[config.mk]
export PLATFORM = sky130hd
export DESIGN_NAME = snake_btn_conditioner
export DESIGN_NICKNAME = d
export VERILOG_FILES = /design/src/rtl/snake_btn_conditioner.sv
export SDC_FILE = /design/constraint.sdc
export NUM_CORES = 1
export LEC_CHECK = 0
export BUFFER_PORTS_ARGS = -buffer_cell sky130_fd_sc_hd__buf_2
export CAP_MARGIN = 30
export CORE_UTILIZATION = 35
export CTS_CLUSTER_DIAMETER = 120
export DETAILED_ROUTE_END_ITERATION = 6
export GPL_TIMING_DRIVEN = 0
export PLACE_DENSITY_LB_ADDON = 0.05
export SLEW_MARGIN = 20
export SYNTH_ARGS = -nofsm -noshare
export SYNTH_HDL_FRONTEND = slang
export SYNTH_SLANG_ARGS = --single-unit
[constraint.sdc]
create_clock -name board_clk -period 5.6 [get_ports board_clk]
set_input_delay 0.28 -clock board_clk [delete_from_list [all_inputs] [get_ports board_clk]]
set_output_delay 0.28 -clock board_clk [all_outputs]
set_load 0.005 [all_outputs]
[src/rtl/snake_btn_conditioner.sv]
// Button front end for the snake game: synchronises and debounces the five board
// buttons, then arbitrates them into single direction and ack requests for snake_core.
module snake_btn_conditioner #(
  parameter int N_DC = 20
) (
  input  logic       board_clk,
  input  logic       reset,
  input  logic       btn_u,
  input  logic       btn_d,
  input  logic       btn_l,
  input  logic       btn_r,
  input  logic       btn_c,
  input  logic       game_tick,
  input  logic [1:0] cur_dir,
  output logic [4:0] btn_level,
  output logic [4:0] press_pulse,
  output logic       dir_valid,
  output logic [1:0] dir_req,
  output logic       ack_req
);

  // state   | meaning
  // IDLE    | released and stable
  // CHK_P   | input high, timing the press window
  // PRESSED | pressed and stable
  // CHK_R   | input low, timing the release window
  typedef enum logic [1:0] {
    IDLE    = 2'd0,
    CHK_P   = 2'd1,
    PRESSED = 2'd2,
    CHK_R   = 2'd3
  } db_state_t;

  localparam logic [N_DC-1:0] CNT_TERM = '1;

  logic [4:0]      btn_raw;
  logic [4:0]      sync_1;
  logic [4:0]      sync_2;
  db_state_t       state     [5];
  db_state_t       state_nxt [5];
  logic [N_DC-1:0] cnt       [5];
  logic [N_DC-1:0] cnt_nxt   [5];
  logic [N_DC-1:0] cnt_inc   [5];
  logic [4:0]      pulse_nxt;
  logic [4:0]      level_nxt;

  assign btn_raw = {btn_u, btn_d, btn_l, btn_r, btn_c};

  always_ff @(posedge board_clk or posedge reset) begin
    if (reset) begin
      sync_1 <= '0;
      sync_2 <= '0;
    end else begin
      sync_1 <= btn_raw;
      sync_2 <= sync_1;
    end
  end

  always_ff @(posedge board_clk or posedge reset) begin
    if (reset) begin
      for (int i = 0; i < 5; i++) begin
        state[i] <= IDLE;
        cnt[i]   <= '0;
      end
      press_pulse <= '0;
      btn_level   <= '0;
    end else begin
      for (int i = 0; i < 5; i++) begin
        state[i] <= state_nxt[i];
        cnt[i]   <= cnt_nxt[i];
      end
      press_pulse <= pulse_nxt;
      btn_level   <= level_nxt;
    end
  end

  // Transitions fire on the edge where the saturating count reaches terminal.
  always_comb begin
    pulse_nxt = '0;
    level_nxt = '0;
    for (int i = 0; i < 5; i++) begin
      state_nxt[i] = state[i];
      cnt_inc[i]   = (cnt[i] == CNT_TERM) ? cnt[i] : cnt[i] + 1'b1;
      cnt_nxt[i]   = cnt[i];
      unique case (state[i])
        IDLE: begin
          if (sync_2[i]) begin
            state_nxt[i] = CHK_P;
            cnt_nxt[i]   = '0;
          end
        end
        CHK_P: begin
          cnt_nxt[i] = cnt_inc[i];
          if (!sync_2[i]) begin
            state_nxt[i] = IDLE;
          end else if (cnt_inc[i] == CNT_TERM) begin
            state_nxt[i] = PRESSED;
            pulse_nxt[i] = 1'b1;
          end
        end
        PRESSED: begin
          if (!sync_2[i]) begin
            state_nxt[i] = CHK_R;
            cnt_nxt[i]   = '0;
          end
        end
        CHK_R: begin
          cnt_nxt[i] = cnt_inc[i];
          if (sync_2[i]) begin
            state_nxt[i] = PRESSED;
          end else if (cnt_inc[i] == CNT_TERM) begin
            state_nxt[i] = IDLE;
          end
        end
        default: state_nxt[i] = IDLE;
      endcase
      level_nxt[i] = (state_nxt[i] == PRESSED) || (state_nxt[i] == CHK_R);
    end
  end

  logic       dir_hit;
  logic [1:0] dir_cand;
  logic       dir_opposite;
  logic       dir_accept;

  always_comb begin
    dir_hit  = |press_pulse[4:1];
    dir_cand = 2'b00;
    if (press_pulse[4])      dir_cand = 2'b00;
    else if (press_pulse[3]) dir_cand = 2'b01;
    else if (press_pulse[2]) dir_cand = 2'b10;
    else if (press_pulse[1]) dir_cand = 2'b11;
    dir_opposite = (dir_cand[1] == cur_dir[1]) && (dir_cand[0] != cur_dir[0]);
    dir_accept   = dir_hit && !dir_opposite;
  end

  // A fresh press beats a coincident game_tick so the request survives to the next tick.
  always_ff @(posedge board_clk or posedge reset) begin
    if (reset) begin
      dir_valid <= 1'b0;
      dir_req   <= 2'b00;
      ack_req   <= 1'b0;
    end else begin
      if (dir_accept) begin
        dir_valid <= 1'b1;
        dir_req   <= dir_cand;
      end else if (game_tick) begin
        dir_valid <= 1'b0;
      end
      if (press_pulse[0])  ack_req <= 1'b1;
      else if (game_tick)  ack_req <= 1'b0;
    end
  end

endmodule

* Word-level counts from Yosys, hierarchy flattened
Index checks and enable logic that the tools add are counted.
** Word-level totals
- Register bits after elaboration :: 134
- Input port bits :: 10
** Operators by class
- Add/subtract/negate cells :: 5
- Equality and inequality tests :: 47
- Multiplexer cells :: 77
- Reduce and logical (&&, ||, !) cells :: 26
** Operators with widths (number)
- $mux W20 :: 15
- $pmux W20 S3 :: 5
- $eq A20 B20 Y1 const B :: 10
- $add A20 B1 Y20 const B :: 5
- $mux W2 :: 34
- $eq A2 B2 Y1 const B :: 20
- $pmux W2 S4 :: 5
- $ne A2 B2 Y1 const B :: 10
- $mux W1 :: 18
- $eq A2 B1 Y1 const B :: 5
- $logic_not A2 Y1 :: 5
- $reduce_and A2 Y1 :: 5
- $reduce_or A2 Y1 :: 5
- $logic_or A1 B1 Y1 :: 5
- $reduce_bool A2 Y1 :: 2
- $reduce_or A4 Y1 :: 1
- $logic_and A1 B1 Y1 :: 2
- $eq A1 B1 Y1 :: 1
- $logic_not A1 Y1 :: 1
- $ne A1 B1 Y1 :: 1

* Depth between registers and ports, before layout
- Word-level depth :: 9
- Depth in mapped cells :: 10
- Mapped depth without buffers :: 8

* Worst setup path before layout
No wires, ideal clock.
- Path type :: register to register
- Start :: register cnt[61] (netlist bit)
- End :: register btn_level[1]
- Library setup time :: 0.125 ns
- Data arrival time :: 2.588 ns
- Required time :: 5.475 ns
- Setup slack :: 2.887 ns
- Stages on the path, launching flop included :: 10
- Buffers on the path :: 1
- Period minus slack after synthesis :: 2.713 ns
- Path through :: dfrtp_1 > ha_1 > and3_1 > and3_1 > buf_2 > a41o_1 > or4_1 > nor3_1 > and4_1 > mux2_2
** On the way
- Longest elaborated chain between the ends :: 8
** RTL lines
- from (decl) :: line 41 : logic [N_DC-1:0] cnt [5];
- from (signal, indexed assignment) :: line 70 : cnt[i] <= cnt_nxt[i];
- $add A20 B1 Y20 / $eq A20 B20 Y1 (equally long branches) :: line 83 : cnt_inc[i] = (cnt[i] == CNT_TERM) ? cnt[i] : cnt[i] + 1'b1;
- $mux W20 (*) :: line 83
- $eq A20 B20 Y1 (*) :: line 96, 111
- $mux W2, on equally long branches :: line 111, 96
- $mux W2, on equally long branches :: line 109, 94
- $pmux W2 S4 (*) :: line 85 : unique case (state[i])
- $eq A2 B2 Y1 :: line 117 : level_nxt[i] = (state_nxt[i] == PRESSED) || (state_nxt[i] == CHK_R);
- $logic_or A1 B1 Y1 (*) :: line 117
- named net level_nxt[1] :: line 45 : logic [4:0] level_nxt;
- to (signal assigned) :: line 73 : btn_level <= level_nxt;
- to (decl) :: line 15 : output logic [4:0] btn_level,
The timed path passes the listed nets; every way through them passes the cells marked *.
A chain may end at the register's enable or synchronous reset.

* Final worst setup path
- Start :: register cnt[40] (netlist bit)
- End :: register btn_level[2]
Same word-level chain as after synthesis.

==> impl_results.md <==
- # resized after CTS: 0
- CTS buffer count: 17
- Most frequent cells in the layout: dfrtp_1 (132), nand2_1 (105), o21ai_0 (92)
- Asr flop ratio synth: 100%
- Clock tree buffer depth: 2
- CTS tree: built
- Syn_nets: 1000
- CP startpoint kind: flop
- Arrival time worst endpoint: 3.61 ns
- Post-synth EDFFs: 0
- Max Fclk: 302 MHz
- Syn Std Cell Area: 8330 um^2
- Critical Path Max Stage Delay: 0.59 ns
- CP Class: reg2reg
- Setup TNS: 0 ns
- Slew HR: 48.4%
- Crit path max-delay family: simple AND/OR/NAND/NOR gates
- Setup-failing EPs final: 0
- Diodes inserted: 0
- Vert. Die Dim: 156 um
- Slew Viols, Final: 0
- Routed vias: 7648
- GRT Resource Usage Total: 20.1%
- Finished Core Util: 40.7%
- Synth area leaders: dfrtp_1 (40%), o21ai_0 (5.5%), nand2_1 (4.7%)
- Tcrit/Tclk final: 59.1%
- DR WL/cell: 16.9 um
- Area Growth Syn to Fin: 14.5%
- Detailed placement HPWL: 16000 um
- R2R setup slack: 2.29 ns
- Final GP Congestion: 0.880
- Synth Instances: 985
- Synth cell types: 77
- PortBufs: 23
- CP max stage cell: or4_4
- Core Box Area: 23400 um^2
- Largest net degree at the start of global routing: 77
- Actual slew at the worst max-slew pin: 0.771 ns
- Cell taking the most area after synthesis: dfrtp_1
- CP Buf/Inv Count: 0
- RSZ-0062 raised after global routing: no
- Largest family of logic cells by synthesized area: simple AND/OR/NAND/NOR gates
- Ys flop type: dfrtp_1
- H-tree depth reported by CTS: 4
- Xor and xnor area share after synthesis: 4.00%
- Layout cells sized above 1: 10.7%
- Synth Warn #: 0
- Final WL: 23100 um
- Hold Fails Final Rpt: 0
- Post-Syn Area per Cell: 8.45 um^2
- Clock Tree Root: clkbuf_16
- Req. time, crit path: 5.90 ns
- Outcome: finished clean
- Peak supply drop: 0.000119 V
- Final min period: 3.31 ns
- Rows: 56
- Dpl cells: 1328
- Grt total ovfl: 0
- Adder-cell share of the synthesized area: 0.751%
- Post-DR vias/cell: 5.60
- #FFs+latches synth: 132
- Initial antenna violation count: 0
- Compound-Gate Fraction of Synth Area: 22.2%
- Most common cell after layout, fill and taps aside: dfrtp_1
- Clock transition at path regs: 0.06 ns
- Top-area cell type share of the netlist area: 39.7%
- Seq/Total Area, Yosys: 39.7%
- 1st-iter DRT viols: 454
- Pre-Repair DR Iteration Count: 5
- DRC errors left: 0
- Final Power: 2.34 mW
- CP endpoint kind: flop
- Post-route ant nets: 0
- Maxcap violations: 0
- Nets@finish: 1049
- Finished Layout Cells: 1366
- Critical path fanouts, max: 8
- Vias in the first global route: 7269
- Post-synthesis mux area share: 2.33%
- Clock sink count: 132
- Final Skew: 0.0125 ns
- Leakage: 3.77 nW
- Min-Delay Path Class: in2reg
- Post-synthesis simple-gate area fraction: 26.2%
- Die area: 24400 um^2
- Initial core utilization: 35.6%
- Clock latency on the worst-skew pair: 0.42 ns
- Crit-path cells: ha_1, nand3_1, or4_4, o21ai_0, xor2_1, a211oi_1, nand4_2, mux2_4
- I/O pin total: 24
- First-pass GRT wire length: 38500 um
- Die width: 156 um
- P per Cell Area: 245 nW/um^2
area by class of cell:
class	count	area, um^2
Inverter	29	116
Sequential cell	132	3300
Multi-Input combinational cell	756	4610
Tap cell	319	399
Clock inverter	11	126
Fill cell	2451	13900
Clock buffer	21	470
Buffer	68	302
Timing Repair Buffer	30	203
through the flow:
step                setup WS [ns]  area [um^2]  hold WS (ns)
floorplan                    1.79         8330         0.311
CTS                          2.33         9530         0.231
global route                 1.97         9530         0.247
global placement          -0.0919         8840         0.332
finish                       2.29         9530         0.258
detailed placement           2.35         8880         0.336
worst min-delay path, cell delays in order:
cell and delay [ns]:
buf_2 0.11, inv_1 0.10, o2bb2ai_1 0.14
logic make-up (layout without fill, tap and decap cells):
group,after synthesis,count (layout)
XOR/XNOR,38,38
AND/OR/NAND/NOR,400,400
flip-flops,132,132
multiplexers,18,18
adder cells (fa/ha/maj),5,5
buffers and inverters,97,159
AO/OA/AOI/OAI,295,295
registers in the layout, indices dropped and copies added, names as in the netlist:
signal,cells
sync_2,5
dir_req,2
ack_req,1
sync_1,5
state,8
cnt,100
dir_valid,1
press_pulse,5
btn_level,5
power by group:
part / internal, mW / leakage [nW] / switching, mW / total, mW
clock: 0.692 / 0.282 / 0.447 / 1.14
combinational: 0.0610 / 1.69 / 0.122 / 0.183
sequential: 0.981 / 1.79 / 0.0350 / 1.02
Yosys cell counts (all sizes together), types with 6 or more instances:
cell    instances
dfrtp         132
nand2         105
o21ai          92
a21oi          73
nand3          63
nor2           58
clkbuf         41
nand4          40
a31oi          28
inv            28
buf            27
xnor2          26
nor3           25
a22o           17
and3           17
and4           16
nor4           13
o31ai          12
xor2           12
nor3b          11
a21o           10
mux2i          10
a211oi          9
and2            9
nor2b           9
mux2            8
o22ai           8
or4             7
a41oi           6
timing repair:
| action | in CTS | in global routing |
|---|---|---|
| setup endpoints to repair | 0 | 0 |
| hold buffers | 6 | 0 |
| hold endpoints to repair | 80 | 0 |
| setup buffers | 0 | 0 |
metal layers:
metal | routed length [um] | global-route usage (%)
met2 | 9950 | 29.8
met1 | 11800 | 28.7
met5 | 0 | 0
met3 | 937 | 3.74
met4 | 440 | 7.52
worst paths after layout:
path                                      from  cells past startpoint                      to
max                        cnt[40]$_DFFE_PP0P_                      8  btn_level[2]$_DFF_PP0_
min                                  game_tick                      3   dir_valid$_DFFE_PP0P_
max reg2reg                cnt[40]$_DFFE_PP0P_                      8  btn_level[2]$_DFF_PP0_
min reg2reg                sync_1[1]$_DFF_PP0_                      0     sync_2[1]$_DFF_PP0_
max in group asynchronous                reset                      4     cnt[44]$_DFFE_PP0P_
min in group asynchronous                reset                      3     cnt[99]$_DFFE_PP0P_
No activity file was read; power rests on OpenSTA's default activity.
